## src/rtl/timer_dev.sv

```systemverilog
// Programmable 32-bit down-counting timer on the device bus, driving HWInt[0].
// Three word registers (CTRL, PRESET, COUNT); sticky pend flag acknowledged by CTRL/PRESET writes.
module timer_dev (
    input  logic        clk,
    input  logic        rst,
    input  logic [1:0]  Addr,
    input  logic        We,
    input  logic [31:0] DIn,
    output logic [31:0] DOut,
    output logic        IRQ
);

    typedef enum logic [1:0] {
        IDLE = 2'd0,
        LOAD = 2'd1,
        CNT  = 2'd2,
        INT  = 2'd3
    } state_t;

    localparam logic [1:0] ADDR_CTRL   = 2'd0;
    localparam logic [1:0] ADDR_PRESET = 2'd1;
    localparam logic [1:0] ADDR_COUNT  = 2'd2;
    localparam logic [1:0] MODE_RELOAD = 2'b01;

    state_t      state;
    logic [3:0]  ctrl;
    logic [31:0] preset;
    logic [31:0] count;
    logic        pend;

    logic ctrl_we;
    logic preset_we;
    logic expire;
    logic auto_reload;

    assign ctrl_we     = We && (Addr == ADDR_CTRL);
    assign preset_we   = We && (Addr == ADDR_PRESET);
    assign auto_reload = (ctrl[2:1] == MODE_RELOAD);
    assign expire      = (state == CNT) && ctrl[0] && (count == 32'd0);

    assign IRQ = pend & ctrl[3];

    always_ff @(posedge clk or negedge rst) begin
        if (!rst) begin
            state  <= IDLE;
            ctrl   <= 4'd0;
            preset <= 32'd0;
            count  <= 32'd0;
            pend   <= 1'b0;
        end else begin
            if (preset_we)
                preset <= DIn;

            // A software CTRL write in INT beats the one-shot Enable auto-clear.
            if (ctrl_we)
                ctrl <= DIn[3:0];
            else if (state == INT && !auto_reload)
                ctrl[0] <= 1'b0;

            if (expire)
                pend <= 1'b1;
            else if (ctrl_we || preset_we)
                pend <= 1'b0;

            case (state)
                IDLE: begin
                    if (ctrl[0])
                        state <= LOAD;
                end
                LOAD: begin
                    count <= preset;
                    state <= CNT;
                end
                CNT: begin
                    if (!ctrl[0])
                        state <= IDLE;
                    else if (count == 32'd0)
                        state <= INT;
                    else
                        count <= count - 32'd1;
                end
                INT: begin
                    state <= auto_reload ? LOAD : IDLE;
                end
                default: state <= IDLE;
            endcase
        end
    end

    always_comb begin
        DOut = 32'd0;
        case (Addr)
            ADDR_CTRL:   DOut = {28'd0, ctrl};
            ADDR_PRESET: DOut = preset;
            ADDR_COUNT:  DOut = count;
            default:     DOut = 32'd0;
        endcase
    end

endmodule

```

## config.mk

```make
export PLATFORM = sky130hd
export DESIGN_NAME = timer_dev
export DESIGN_NICKNAME = d
export VERILOG_FILES = /design/src/rtl/timer_dev.sv
export SDC_FILE = /design/constraint.sdc
export NUM_CORES = 1
export LEC_CHECK = 0
export BUFFER_PORTS_ARGS = -buffer_cell sky130_fd_sc_hd__buf_2
export CAP_MARGIN = 20
export CORE_MARGIN = 10
export CORE_UTILIZATION = 28
export CTS_BUF_LIST = sky130_fd_sc_hd__clkbuf_4
export DETAILED_ROUTE_END_ITERATION = 12
export GPL_ROUTABILITY_DRIVEN = 0
export GPL_TIMING_DRIVEN = 0
export PLACE_DENSITY_LB_ADDON = 0.12
export SYNTH_ARGS = -nofsm -noshare
export SYNTH_HDL_FRONTEND = slang
export SYNTH_SLANG_ARGS = --single-unit
```

## constraint.sdc

```tcl
create_clock -name clk -period 3.8 [get_ports clk]
set_input_delay 0.38 -clock clk [delete_from_list [all_inputs] [get_ports clk]]
set_output_delay 0.38 -clock clk [all_outputs]
set_load 0.01 [all_outputs]
```

==> results of run 1 <==
-- metrics by stage --
step | worst slack [ns] | util | cell area (um^2)
after CTS | 0.3828 | 0.3351 | 4852
after detailed placement | 0.3989 | 0.3271 | 4736
after global placement | 0.3901 | 0.3250 | 4706
after global routing | 0.1434 | 0.3356 | 4860
final | 0.3926 | 0.3356 | 4860
after floorplan | 0.6841 | - | 4135
-- routing by layer --
metal / part of all wire / wire, um / up-vias
li1: - / - / 1777
met3: 0.068 / 1043 / 22
met5: 0 / 0 / -
met1: 0.44 / 6744 / 1997
met4: 0.017 / 262 / 0
met2: 0.48 / 7319 / 165
-- flip-flops by register name, summed over array words and instances (netlist names) --
name	cells
state	2
count	32
preset	32
ctrl	4
pend	1
-- cells by family after synthesis --
logic type | Yosys count | synth area share
buffers and inverters | 40 | 0.04387
adder cells (fa/ha/maj) | 1 | 0.003025
multiplexers | 40 | 0.1074
AO/OA/AOI/OAI | 137 | 0.2648
AND/OR/NAND/NOR | 123 | 0.1513
flip-flops | 71 | 0.4297
-- cell usage in the layout (no fill, tap or decap), drive strengths merged, types with 2 or more instances in the layout --
cell / count
mux2: 35
nor2b: 6
a221oi: 7
nor3: 14
or4: 4
dfrtp: 71
a21oi: 10
a31oi: 13
clkinv: 3
o211ai: 4
mux2i: 5
nand2: 17
nand4: 6
clkbuf: 35
o221a: 9
and2: 2
o22a: 17
o2bb2ai: 4
or3: 7
o41ai: 2
nor2: 39
nand2b: 4
o221ai: 3
a22oi: 5
a22o: 30
o22ai: 2
o21ai: 13
a211oi: 6
and3: 2
nand3: 9
inv: 5
buf: 82
nor4: 10
a31o: 2
a2bb2oi: 4
-- worst max-delay path, cell delays in order (launching register included) --
cell      delay (ns)
dfrtp_1         0.42
inv_1           0.11
ha_1            0.21
or4b_1          0.44
buf_2           0.19
or4_4           0.49
buf_6           0.15
nor4_2          0.47
clkbuf_1        0.43
a221oi_1        0.19
o22a_1          0.22
-- worst paths after layout --
kind	start	end	depth (start not counted)
max	count[0]$_DFFE_PN0P_	count[10]$_DFFE_PN0P_	10
min	DIn[26]	preset[26]$_DFFE_PN0P_	2
max reg2reg	count[0]$_DFFE_PN0P_	count[10]$_DFFE_PN0P_	10
min reg2reg	pend$_DFFE_PN0P_	pend$_DFFE_PN0P_	2
max in group asynchronous	rst	preset[3]$_DFFE_PN0P_	3
min in group asynchronous	rst	count[23]$_DFFE_PN0P_	2
-- layout make-up --
cell class | instances | area (um^2)
Clock inverter | 2 | 8.758
Clock buffer | 13 | 97.59
Sequential cell | 71 | 1777
Inverter | 6 | 22.52
Tap cell | 184 | 230.2
Multi-Input combinational cell | 301 | 2177
Timing Repair Buffer | 71 | 387.9
Buffer | 34 | 158.9
Fill cell | 1508 | 9619
-- power by group through the flow --
stage               Sequential (mW)  Clock [mW]  Combinational, mW
floorplan                      1.24           0               1.04
detailed placement             1.35           0               1.48
CTS                            1.34       0.454               1.49
finish                         1.35       0.433               1.49
global route                   1.39       0.490               1.64
global placement               1.34           0               1.46
==> qor.csv, run 1 <==
metric;value;unit
outcome;finished, final reports clean;
Post-DRT Antenna Nets;0;
leading cell types by count after synthesis;71 x dfrtp_1, 39 x nor2_1, 35 x mux2_2, 30 x a22o_1, 22 x clkbuf_1;
total power;3.276;mW
mapped cell area;4135;um^2
initial antenna violation count;0;
via count;3961;
VDD IR-drop max;0.1733;mV
Port Buf Inserts;68;
Yosys reg bits;71;
global-route wire length before repair;23520;um
PostCTS Resize Cnt;0;
Detail Placement HPWL;11020;um
Netlist cell types;52;
final net count;532;
CTS tree;built;
CTS Buf Count;9;
Iter 0 DRT Violations;407;
cell accounting for the most synthesized area;dfrtp_1;
CTS Hold Bufs;1;
Starting Density;0.2856;
total die area;20030;um^2
Int Pwr;1.806;mW
CP endpoint kind;flip-flop;
total grt overflow;0;
clock power share;0.132;
YS warnings;0;
DRT Pass-1 Iters;5;
Final Hold Fails;0;
met3 Use GR;0.04806;
overall routing resource usage;0.1524;
Worst-Margin Slew;0.8594;ns
PwrDens;674.1;nW/um^2
Synth-to-Final Area Change;17.52;%
Core Rows;44;
Worst EP arrival;3.77;ns
Placed Instances;665;
EDFF count, synth;0;
Reg2Reg Setup Slack;0.39;ns
Psw;1.471;mW
Max Fclk;293.5;MHz
Worst Hold Slack;0.1376;ns
share of layout cells above drive strength 1;0.2791;
Post CTS Setup Buffer Count;0;
Crit Path Max Fanout;10;
Vias/cell;5.808;
Clock Tree Buf Depth;2;
top-count cell post-synth;dfrtp_1;
setup TNS;0;ns
Post-Synthesis Cells;412;
Main synth FF type;dfrtp_1;
# H-tree levels;3;
Async SR Flop Fraction;1.000;
GRT busiest layer;met2;
Critical Path RT;4.16;ns
# DRC;0;
Slew headroom;0.4271;
Setup crit start kind;flip-flop;
chip height;141.5;um
Synth top area share;0.4297;
fin crit share;0.8967;
kind of critical path;reg -> reg;
Final Non-Filler Cells;682;
Sequential Power Share;0.412;
synth top area cells;dfrtp_1 43%, mux2_2 9.5%, a22o_1 6.4%, o22a_1 3.6%, nor2_1 3.5%;
pin count of the biggest net entering global routing;46;
fin crit period;3.407;ns
CORE AREA;14480;um^2
Routed WL per cell;22.54;um
Syn Area/Cell;10.04;um^2
ANT cells;0;
Setup violations, final;0;
RSZ-0062 raised after global routing;false;
vias in the first global route;3935;
Post-Route WL;15370;um
Die X;141.5;um
Max-Cap Viols;0;
clk_lat worst skew;0.46;ns
Worst Clk Skew;0.02030;ns
root buf cell;clkbuf_4;
CTS clk-pin slew, worst paths;0.12;ns
Hold Crit Class;in -> reg;
I/O pin cnt;70;
CTS Sinks;71;
syn_nets;450;
switching portion of total power;0.4489;
GRT met1 Usage;0.1931;
post-synthesis sequential area ratio;0.4297;
GRT met2 Usage;0.2411;
Slew Limit Fails;0;
combinational share of power;0.456;
Pleak;1.978;nW
Power figures use the tool's default switching activity.
==> run 2, diff against run 1 <==
==> constraint.sdc (replaced) <==
create_clock -name clk -period 2.98 [get_ports clk]
set_input_delay 0.298 -clock clk [delete_from_list [all_inputs] [get_ports clk]]
set_output_delay 0.298 -clock clk [all_outputs]
set_load 0.01 [all_outputs]
==> run 2 against run 1 <==
Worst setup slack worse by 0.36 ns. Cell area is 5.1% higher. Routed wire length is 3.9% higher. Clock power is 27% higher. Largest cell class unchanged. Flip-flop and latch count stayed put. Clock-buffer cell count is 1 lower. Power is 36% higher. Sequential power is 27% higher. Critical path depth stayed put. Hold slack worse by 0.10 ns. Global-route usage is 0.17 points higher. Sequential share of layout area is 1.8 points lower.
==> qor.csv, run 2 (synthesized netlist as in run 1, its figures left out) <==
metric;value;unit
Critical Path Stages;10;
overall routing resource usage;0.1541;
most frequent CP cell;or4_4;
via count;3979;
CORE AREA;14480;um^2
vias in the first global route;4039;
chip height;141.5;um
Hold Crit Class;in -> reg;
Cell Area, Placed;4758;um^2
Worst Hold Slack;0.03540;ns
total grt overflow;0;
# H-tree levels;3;
root buf cell;clkbuf_4;
Post-Route WL;15960;um
Crit path max-delay family;simple AND/OR/NAND/NOR gates;
Worst Clk Skew;0.02254;ns
pin count of the biggest net entering global routing;45;
Port Buf Inserts;68;
Synth-to-Final Area Change;23.48;%
Setup violations, final;0;
share of layout cells above drive strength 1;0.3110;
Worst EP arrival;3.36;ns
# DRC;0;
Post-DRT Antenna Nets;0;
Worst R2R Start;count[0]$_DFFE_PN0P_;
Vias/cell;5.742;
Slew Limit Fails;0;
Crit Path Max Fanout;6;
clk_lat worst skew;0.48;ns
Critical Path RT;3.39;ns
Starting Density;0.2856;
max incr delay on CP;0.55;ns
worst-case reg-to-reg path depth;10;
Clock Tree Buf Depth;2;
Worst Hold End;preset[28]$_DFFE_PN0P_;
Detail Placement HPWL;10960;um
fin crit share;0.9892;
Pleak;2.099;nW
Reg2Reg Setup Slack;0.03;ns
FF-to-FF End;count[31]$_DFFE_PN0P_;
Setup crit start kind;flip-flop;
CTS clk-pin slew, worst paths;0.13;ns
worst hold path stage count;2;
Crit-path slowest cell;or4_4;
CTS Sinks;71;
Critical Path, Cell by Cell;inv_2 > ha_4 > or4b_4 > or4_4 > or4_4 > buf_8 > o21ai_4 > buf_12 > clkbuf_16 > o22a_1;
hold_sp;DIn[28];
RSZ-0062 raised after global routing;true;
CP endpoint kind;flip-flop;
most common cell after layout, fill and taps aside;dfrtp_1;
Die X;141.5;um
Slew headroom;0.4288;
kind of critical path;reg -> reg;
final net count;542;
setup TNS;0;ns
total power;4.440;mW
initial antenna violation count;1;
Max Fclk;339.2;MHz
Final Hold Fails;0;
post-route cell area;5106;um^2
I/O pin cnt;70;
most frequent cells in the layout;71 x dfrtp_1, 67 x buf_2, 39 x nor2_1;
global-route wire length before repair;23550;um
outcome;finished, final reports clean;
total die area;20030;um^2
fin crit period;2.948;ns
CTS Buf Count;9;
Worst-Margin Slew;0.8568;ns
Iter 0 DRT Violations;330;
PwrDens;869.6;nW/um^2
CTS tree;built;
Max-Cap Viols;0;
Routed WL per cell;23.03;um
Core Rows;44;
Buf+Inv Stages, Crit Path;4;
Largest regs;count (32), preset (32), ctrl (4);
VDD IR-drop max;0.2456;mV
DRT Pass-1 Iters;6;
run 2: cell count changes in the layout (fill, tap and decap cells not counted), moves of 3 or more:
cell	delta
buf_4	+5
buf_6	-3
buf_8	+3
clkbuf_16	+3
o2bb2ai_1	-3
o2bb2ai_2	+3
run 2: worst register-to-register path, cell delays in order (launching register included):
cell and delay (ns):
dfrtp_1 0.41, inv_2 0.09, ha_4 0.14, or4b_4 0.47
or4_4 0.47, or4_4 0.55, buf_8 0.18, o21ai_4 0.17
buf_12 0.15, clkbuf_16 0.15, o22a_1 0.12
run 2: per-stage QoR:
stage | setup slack (ns) | util | std cells
finish | 0.03210 | 0.3527 | 693
global route | -0.04880 | 0.3527 | 693
CTS | 0.03438 | 0.3407 | 683
detailed placement | -0.2638 | 0.3286 | 665
global placement | -0.2807 | 0.3266 | 664
floorplan | 0.02137 | - | 412
run 2: report_power, final:
group          internal, mW  total (mW)  switching (mW)
registers              1.29        1.71           0.427
clock network         0.188       0.549           0.361
logic                 0.989        2.18            1.19
run 2: layout make-up:
type,count,area (um^2)
multi-input cells,301,2236
fillers,1523,9373
flip-flops and latches,71,1777
clock inverters,3,11.26
repair buffers,83,563.0
clock buffers,12,90.09
diodes,1,2.502
well taps,184,230.2
plain buffers,32,173.9
inverters,6,22.52
run 2: worst max path at each step:
stage	from	slack (ns)	endpoint
finish	count[0]$_DFFE_PN0P_	0.03	count[31]$_DFFE_PN0P_
global route	count[0]$_DFFE_PN0P_	-0.05	count[15]$_DFFE_PN0P_
CTS	count[0]$_DFFE_PN0P_	0.03	count[15]$_DFFE_PN0P_
detailed placement	count[1]$_DFFE_PN0P_	-0.26	count[22]$_DFFE_PN0P_
global placement	count[1]$_DFFE_PN0P_	-0.28	count[22]$_DFFE_PN0P_
floorplan	count[1]$_DFFE_PN0P_	0.02	count[21]$_DFFE_PN0P_
run 2: what timing repair did:
action	in CTS	in global routing
cloned	1	3
gates resized for setup	7	11
endpoints found under the setup margin	30	22
hold endpoints to repair	27	0
hold buffers	1	0
pin swaps	0	3
setup buffers	3	6
run 2: per-layer routing:
layer / GRT usage / vias up / share of wire
li1: - / 1803 / -
met1: 0.1912 / 1998 / 0.45
met2: 0.2455 / 137 / 0.47
met3: 0.03238 / 41 / 0.051
met4: 0.08176 / 0 / 0.033
met5: 0 / - / 0
==> run 3, diff against run 2 <==
--- a/config.mk
+++ b/config.mk
@@ -5,6 +5,7 @@
 export SDC_FILE = /design/constraint.sdc
 export NUM_CORES = 1
 export LEC_CHECK = 0
+export ABC_AREA = 1
 export BUFFER_PORTS_ARGS = -buffer_cell sky130_fd_sc_hd__buf_2
 export CAP_MARGIN = 20
 export CORE_MARGIN = 10
==> run 3 against run 2 <==
Area after synthesis rose by 5.8%. Clock skew fell by 0.010 ns. Largest power group unchanged. Die area rose by 5.0%. Critical endpoint is now DOut[19]. Critical path depth fell by 4. Largest cell class unchanged. Hold slack improved by 0.027 ns.
==> qor.csv, run 3 <==
metric;value;unit
synth top area cells;dfrtp_1 41%, nand2_1 14%, nor2_1 7.3%, nand3_1 6.9%, inv_1 6.3%;
Setup violations, final;0;
chip height;145.0;um
Vias/cell;4.871;
CTS tree;built;
Post-DRT Antenna Nets;0;
Iter 0 DRT Violations;415;
Starting Density;0.2868;
VDD IR-drop max;0.2155;mV
CTS Sinks;71;
leading cell types by count after synthesis;161 x nand2_1, 85 x nor2_1, 74 x inv_1, 71 x dfrtp_1, 60 x nand3_1;
Yosys reg bits;71;
Critical Path RT;2.68;ns
CTS clk-pin slew, worst paths;0.12;ns
metal2 WL;7466;um
initial antenna violation count;1;
Port Buf Inserts;69;
Core Rows;45;
Post-Route WL;16000;um
Post CTS Setup Buffer Count;0;
via count;4491;
overall routing resource usage;0.1506;
cell accounting for the most synthesized area;dfrtp_1;
CP endpoint kind;primary output;
CTS Hold Bufs;1;
most common cell after layout, fill and taps aside;nand2_1;
Syn Area/Cell;7.014;um^2
Routed WL per cell;17.35;um
post-synthesis sequential area ratio;0.4059;
fin crit period;2.435;ns
total grt overflow;0;
top-count cell post-synth;nand2_1;
setup TNS;0;ns
Final Hold Fails;0;
Worst-Margin Slew;0.7757;ns
Cell Area, Placed;5009;um^2
kind of critical path;in -> out;
post-route cell area;5146;um^2
share of layout cells above drive strength 1;0.1746;
root buf cell;clkbuf_4;
PostCTS Resize Cnt;0;
most frequent cells in the layout;161 x nand2_1, 85 x nor2_1, 74 x inv_1;
Main synth FF type;dfrtp_1;
outcome;finished, final reports clean;
met1 WL;7593;um
Synth top area share;0.4059;
met3 wire length;754;um
Slew headroom;0.4829;
CTS Buf Count;9;
global-route wire length before repair;25040;um
Pleak;2.507;nW
Largest regs;count (32), preset (32), ctrl (4);
Async SR Flop Fraction;1.000;
vias in the first global route;4351;
I/O pin cnt;70;
Clock Tree Buf Depth;2;
Post-Synthesis Cells;624;
Synth-to-Final Area Change;17.58;%
mapped cell area;4377;um^2
YS warnings;0;
# H-tree levels;3;
pin count of the biggest net entering global routing;42;
syn_nets;662;
Die X;145.0;um
Max-Cap Viols;0;
fin crit share;0.8170;
Worst EP arrival;2.14;ns
Max Fclk;410.8;MHz
total die area;21030;um^2
EDFF count, synth;0;
Slew Limit Fails;0;
Setup crit start kind;input pin;
Worst Clk Skew;0.01249;ns
PwrDens;859.0;nW/um^2
Hold Crit Class;in -> reg;
final net count;744;
RSZ-0062 raised after global routing;false;
clk_lat worst skew;0.46;ns
DRT Pass-1 Iters;9;
Netlist cell types;29;
Detail Placement HPWL;12190;um
Crit Path Max Fanout;10;
Max Used Layer;met4;
CORE AREA;15260;um^2
# DRC;0;
fill count;1694;
run 3: final timing paths:
kind	slack [ns]	depth (start not counted)	start	endpoint
max	0.55	6	Addr[1]	DOut[19]
min	0.06	2	DIn[9]	preset[9]$_DFFE_PN0P_
max reg2reg	0.66	11	count[0]$_DFFE_PN0P_	count[23]$_DFFE_PN0P_
min reg2reg	0.53	2	ctrl[2]$_DFFE_PN0P_	ctrl[2]$_DFFE_PN0P_
max in group asynchronous	2.06	3	rst	preset[29]$_DFFE_PN0P_
min in group asynchronous	0.32	2	rst	ctrl[2]$_DFFE_PN0P_
run 3: cell families after synthesis:
kind of cell / after synthesis / share of synthesized area
and+or+nand+nor: 339 / 0.3433
AOI/OAI and AO/OA: 107 / 0.1392
buffers and inverters: 99 / 0.09234
DFF: 71 / 0.4059
muxes: 4 / 0.01029
xor gates and xnor gates: 3 / 0.006005
adders and majority gates: 1 / 0.002858
run 3: metrics by stage:
step | std cells | setup slack, ns | hold slack (ns) | power (mW) | utilization
6_report | 922 | 0.5455 | 0.06230 | 4.421 | 0.3373
5_1_grt | 922 | 0.4739 | 0.03163 | 4.834 | 0.3373
4_1_cts | 921 | 0.5689 | 0.04300 | 4.438 | 0.3371
3_5_place_dp | 905 | 0.5838 | 0.2920 | 3.798 | 0.3282
3_3_place_gp | 904 | 0.6013 | 0.4987 | 3.763 | 0.3268
2_1_floorplan | 624 | 1.117 | 0.002409 | 3.093 | -
run 3: final cells by class:
type | instances | area [um^2] | area share
diodes | 1 | 2.502 | 0.0004863
plain buffers | 24 | 122.6 | 0.02383
clock buffers | 10 | 75.07 | 0.01459
clock inverters | 5 | 50.05 | 0.009725
inverters | 75 | 281.5 | 0.05470
multi-input cells | 454 | 2196 | 0.4267
flip-flops and latches | 71 | 1777 | 0.3452
well taps | 211 | 264.0 | 0.05130
repair buffers | 71 | 377.9 | 0.07343
run 3: worst max-delay path, cell delays in order:
cell and delay (ns):
buf_2 0.12, nor2_2 0.50, inv_1 0.30, clkbuf_1 0.40, o22ai_1 0.33, buf_2 0.19
run 3: report_power, final:
part | switching [mW] | total, mW | internal [mW]
registers | 0.328 | 1.60 | 1.27
logic | 1.46 | 2.19 | 0.726
clock network | 0.378 | 0.632 | 0.254
run 3: routing by layer:
| layer | GRT usage | vias to the layer above |
|---|---|---|
| li1 | - | 2199 |
| met1 | 0.2039 | 2155 |
| met2 | 0.2356 | 124 |
| met3 | 0.02980 | 13 |
| met4 | 0.04597 | 0 |
| met5 | 0 | - |
